--- src/rtl/ram_stream_master.sv ---
// ram_stream_master: moves a block of words between a valid/ready stream and
// the core-local RAM port, in either direction, one transfer per start pulse.
module ram_stream_master #(
    parameter int WIDTH      = 12,
    parameter int DEPTH      = 256,
    parameter int ADDR_WIDTH = $clog2(DEPTH)
) (
    input  logic                  clk,
    input  logic                  rstN,
    input  logic                  start,
    input  logic                  mode,
    input  logic [ADDR_WIDTH-1:0] baseAddr,
    input  logic [ADDR_WIDTH:0]   len,
    output logic                  busy,
    output logic                  done,
    output logic                  ramWrEn,
    output logic [ADDR_WIDTH-1:0] ramAddr,
    output logic [WIDTH-1:0]      ramWrData,
    input  logic [WIDTH-1:0]      ramRdData,
    input  logic [WIDTH-1:0]      sIn_data,
    input  logic                  sIn_valid,
    output logic                  sIn_ready,
    output logic [WIDTH-1:0]      sOut_data,
    output logic                  sOut_valid,
    input  logic                  sOut_ready
);

    typedef enum logic [1:0] {
        IDLE,
        WRITE,
        READ,
        DONE
    } state_t;

    localparam int CW = ADDR_WIDTH + 1;
    localparam logic [ADDR_WIDTH-1:0] LAST_ADDR = ADDR_WIDTH'(DEPTH - 1);

    state_t                state;
    logic                  busy_q;
    logic                  done_q;
    logic [CW-1:0]         len_q;
    logic [ADDR_WIDTH-1:0] addr_q;
    logic [CW-1:0]         issued_q;
    logic [CW-1:0]         completed_q;
    logic                  inflight_q;

    logic [WIDTH-1:0]      fifo_mem [2];
    logic                  rd_ptr;
    logic                  wr_ptr;
    logic [1:0]            fifo_cnt;

    logic                  in_write;
    logic                  in_read;
    logic                  more;
    logic                  wr_fire;
    logic                  rd_issue;
    logic                  pop;
    logic                  push;
    logic [2:0]            occupancy;
    logic [ADDR_WIDTH-1:0] addr_next;
    logic                  last_issue;
    logic                  last_pop;

    // Handshake, read-credit and address-wrap decisions for this cycle
    always_comb begin
        in_write   = (state == WRITE);
        in_read    = (state == READ);
        more       = (issued_q < len_q);
        wr_fire    = in_write && more && sIn_valid;
        pop        = (fifo_cnt != 2'd0) && sOut_ready;
        push       = inflight_q;
        occupancy  = {1'b0, fifo_cnt} + {2'b00, inflight_q};
        rd_issue   = in_read && more && (occupancy < (3'd2 + {2'b00, pop}));
        addr_next  = (addr_q == LAST_ADDR) ? '0 : addr_q + ADDR_WIDTH'(1);
        last_issue = (issued_q == len_q - CW'(1));
        last_pop   = (completed_q == len_q - CW'(1));
    end

    assign busy       = busy_q;
    assign done       = done_q;
    assign sIn_ready  = in_write && more;
    assign ramWrEn    = wr_fire;
    assign ramWrData  = wr_fire ? sIn_data : '0;
    assign ramAddr    = (wr_fire || rd_issue) ? addr_q : '0;
    assign sOut_valid = (fifo_cnt != 2'd0);
    assign sOut_data  = fifo_mem[rd_ptr];

    // Transfer FSM with registered busy/done and latched length
    always_ff @(posedge clk or negedge rstN) begin
        if (!rstN) begin
            state  <= IDLE;
            busy_q <= 1'b0;
            done_q <= 1'b0;
            len_q  <= '0;
        end else begin
            unique case (state)
                IDLE: begin
                    done_q <= 1'b0;
                    if (start) begin
                        len_q  <= len;
                        busy_q <= 1'b1;
                        if (len == '0) begin
                            state  <= DONE;
                            done_q <= 1'b1;
                        end else if (mode) begin
                            state <= WRITE;
                        end else begin
                            state <= READ;
                        end
                    end
                end
                WRITE: begin
                    if (wr_fire && last_issue) begin
                        state  <= DONE;
                        done_q <= 1'b1;
                    end
                end
                READ: begin
                    if (pop && last_pop) begin
                        state  <= DONE;
                        done_q <= 1'b1;
                    end
                end
                DONE: begin
                    state  <= IDLE;
                    busy_q <= 1'b0;
                    done_q <= 1'b0;
                end
                default: begin
                    state  <= IDLE;
                    busy_q <= 1'b0;
                    done_q <= 1'b0;
                end
            endcase
        end
    end

    // Address and issue/complete counters, reloaded on an accepted start
    always_ff @(posedge clk or negedge rstN) begin
        if (!rstN) begin
            addr_q      <= '0;
            issued_q    <= '0;
            completed_q <= '0;
        end else if (state == IDLE && start) begin
            addr_q      <= baseAddr;
            issued_q    <= '0;
            completed_q <= '0;
        end else begin
            if (wr_fire || rd_issue) begin
                addr_q   <= addr_next;
                issued_q <= issued_q + CW'(1);
            end
            if (pop) begin
                completed_q <= completed_q + CW'(1);
            end
        end
    end

    // One read is outstanding in the RAM for exactly one cycle after issue
    always_ff @(posedge clk or negedge rstN) begin
        if (!rstN) begin
            inflight_q <= 1'b0;
        end else begin
            inflight_q <= rd_issue;
        end
    end

    // Two-entry FIFO catching RAM read data; credit rule keeps it from overflow
    always_ff @(posedge clk or negedge rstN) begin
        if (!rstN) begin
            fifo_mem[0] <= '0;
            fifo_mem[1] <= '0;
            rd_ptr      <= 1'b0;
            wr_ptr      <= 1'b0;
            fifo_cnt    <= 2'd0;
        end else begin
            if (push) begin
                fifo_mem[wr_ptr] <= ramRdData;
                wr_ptr           <= ~wr_ptr;
            end
            if (pop) begin
                rd_ptr <= ~rd_ptr;
            end
            case ({push, pop})
                2'b10:   fifo_cnt <= fifo_cnt + 2'd1;
                2'b01:   fifo_cnt <= fifo_cnt - 2'd1;
                default: fifo_cnt <= fifo_cnt;
            endcase
        end
    end

endmodule
--- config.mk ---
export PLATFORM = sky130hd
export DESIGN_NAME = ram_stream_master
export DESIGN_NICKNAME = d
export VERILOG_FILES = /design/src/rtl/ram_stream_master.sv
export SDC_FILE = /design/constraint.sdc
export NUM_CORES = 1
export LEC_CHECK = 0
export BUFFER_PORTS_ARGS = -buffer_cell sky130_fd_sc_hd__buf_2
export CORE_MARGIN = 2
export CORE_UTILIZATION = 48
export CTS_BUF_LIST = sky130_fd_sc_hd__clkbuf_16
export DETAILED_ROUTE_END_ITERATION = 12
export PLACE_DENSITY = 0.7
export SLEW_MARGIN = 25
export SYNTH_ARGS = -nofsm -noshare
export SYNTH_HDL_FRONTEND = slang
export SYNTH_SLANG_ARGS = --single-unit
--- constraint.sdc ---
create_clock -name clk -period 3.2 [get_ports clk]
set_input_delay 0.32 -clock clk [delete_from_list [all_inputs] [get_ports clk]]
set_output_delay 0.32 -clock clk [all_outputs]
set_load 0.01 [all_outputs]
==> out/results.tsv <==
metric	value	unit
synth_nets	463	
die_h	95.1	um
synth-seq-cells	68	
setup-violations-final	0	
p_total	4.79	mW
antenna_found_initial	0	
critical_path_arrival	2.66	ns
synth_edf_count	0	
syn2layout_area_growth	21.5	%
synthCells	395	
netlist.area_leader.share	0.427	
hpwl	6.67	mm
whs	0.195	ns
slew_viol_final	0	
finClkSkew	0.00635	ns
htreeDepth	3	
path_class	reg -> out	
maxCapViolations	0	
status	complete, no violations	
synth_area_per_cell	10.1	um^2
intPower	2.94	mW
die-area	9040	um^2
vias	3175	
worstHoldStart	baseAddr[1]	
crit_path_start_kind	flip-flop	
postSynth.asyncResetShare	1.00	
finalSetupTns	0	ns
syn_area	3980	um^2
tightest_slew	0.593	ns
stdcell_count	592	
ys_warn_count	0	
max-vdd-ir-drop	0.576	mV
hold_path.class	in -> reg	
synth_area_leaders	dfrtp_1 (43%), mux2_2 (10%), ha_1 (6.6%)	
max_freq	336	MHz
hold_violations	0	
end_kind	output pin	
synth.largest_area_cell	dfrtp_1	
grt_max_degree	49	
power_per_cell_area	991	nW/um^2
final_antenna_net_count	0	
p_seq_frac	0.337	
cts_tree	done	
slew_headroom	0.604	
grt_setup_unrepaired	no	
core_area	8130	um^2
dominantRegCellSynth	dfrtp_1	
r2r_start	len_q[7]	
crit_start	len_q[7]	
io_buffer_count	83	
cts_setup_buffers	0	
n_antenna_cell	0	
grt_pass1_vias	3092	
power_leakage	2.28	nW
crit_required	2.88	ns
fin_nets	550	
viasPerCell	5.36	
cts_made_buffers	9	
timing.final.crit_share	0.931	
synth.distinct_cells	46	
grt_pass1_wl	14.4	mm
drive_gt1_frac	0.312	
final_common_cell	buf_2	
grtUsageTotal	0.206	
stdcell_area	4840	um^2
dr.pass1.iters	5	
grt_overflow_total	0	
io_pins	84	
gp_congestion	0.890	
power.switching	1.86	mW
wire_per_inst	15.4	um
wl	9.10	mm
combPwrFrac	0.457	
drt_iter0_drc	168	
dp_cells	575	
clock_path_buffers	2	
root_buffer	clkbuf_16	
fill_cells	705	
die_w	95.1	um
swShare	0.388	
rows	33	
cts.reportedPaths.clkPinSlew	0.06	ns
period_minus_slack	2.98	ns
clockPowerShare	0.206	
postPlaceCellArea	4510	um^2
clkSinkCount	68	
critical_path_peak_fanout	22	
initial_core_util	0.490	
ys_seq_area_frac	0.427	
final_cell_mix	buf_2 (83), dfrtp_1 (68), mux2_2 (37), nand2_1 (35), nor2_1 (29)	
remaining_drc_errors	0	
clock_latency	0.33	ns
power by group through the flow:
stage	clock, mW	combinational (mW)	sequential, mW
detailed placement	0	2.17	1.62
finish	0.990	2.19	1.61
global route	1.04	2.43	1.67
floorplan	0	1.67	1.48
CTS	1.01	2.19	1.62
global placement	0	2.13	1.60
critical path: stages, from the launching register on:
cell	delay [ns]
dfrtp_1	0.45
inv_1	0.08
ha_1	0.30
and4_1	0.22
a221oi_1	0.23
o21ai_0	0.20
a211oi_2	0.33
buf_6	0.24
and2_1	0.15
buf_2	0.12
per-stage QoR:
| stage | setup slack [ns] | util |
|---|---|---|
| after floorplan | 0.446 | - |
| after global placement | 0.463 | 0.555 |
| after detailed placement | 0.346 | 0.555 |
| after CTS | 0.000241 | 0.593 |
| after global routing | 0.00403 | 0.595 |
| final | 0.220 | 0.595 |
cell families (layout without fill, tap and decap cells):
group,count (synthesis),in the layout,synth area share
and+or+nand+nor,138,138,0.178
DFF,68,68,0.427
AOI/OAI and AO/OA,57,57,0.0921
muxes,41,41,0.115
xor gates and xnor gates,40,40,0.0917
buffers and inverters,30,122,0.0302
adders and majority gates,21,21,0.0660
metal layers:
| layer | GRT usage | vias to the layer above | share of wire | wire [um] |
|---|---|---|---|---|
| li1 | - | 1547 | - | - |
| met1 | 0.269 | 1538 | 0.46 | 4190 |
| met2 | 0.341 | 78 | 0.48 | 4400 |
| met3 | 0.0435 | 12 | 0.042 | 378 |
| met4 | 0.0713 | 0 | 0.014 | 125 |
| met5 | 0 | - | 0 | 0 |
cells in the mapped netlist (all sizes together), types with 9 or more instances:
cell	count
inv	16
o21ai	25
xnor2	20
nand2	35
and2	21
dfrtp	68
nor2	30
xor2	19
mux2	37
ha	21
and3	11
clkbuf	12
nand4	9
registers in the layout, indices dropped and copies added (netlist names):
signal       flops
fifo_mem        24
wr_ptr           1
completed_q      9
rd_ptr           1
len_q            9
state            2
done             1
inflight_q       1
fifo_cnt         2
busy             1
issued_q         9
addr_q           8
area by class of cell:
| cell class | instances | area (um^2) | area share |
|---|---|---|---|
| Clock buffer | 9 | 225 | 0.0466 |
| Clock inverter | 7 | 76.3 | 0.0158 |
| Inverter | 16 | 60.1 | 0.0124 |
| Multi-Input combinational cell | 297 | 2170 | 0.448 |
| Sequential cell | 68 | 1700 | 0.352 |
| Tap cell | 105 | 131 | 0.0272 |
| Timing Repair Buffer | 90 | 474 | 0.0980 |
final timing paths:
check	endpoint	slack, ns	depth (start not counted)
max in group asynchronous	wr_ptr	2.06	3
worst max-delay path	ramAddr[5]	0.22	9
worst min-delay path	addr_q[1]	0.19	3
worst min register to register	wr_ptr	0.49	1
min in group asynchronous	fifo_mem[5]	0.41	2
worst max register to register	addr_q[5]	0.42	9
what timing repair did:
item,in CTS,in global routing
endpoints found under the setup margin,0,21
gates resized for setup,0,3
hold endpoints to repair,11,0
hold buffers,1,0
Power figures use the tool's default switching activity.
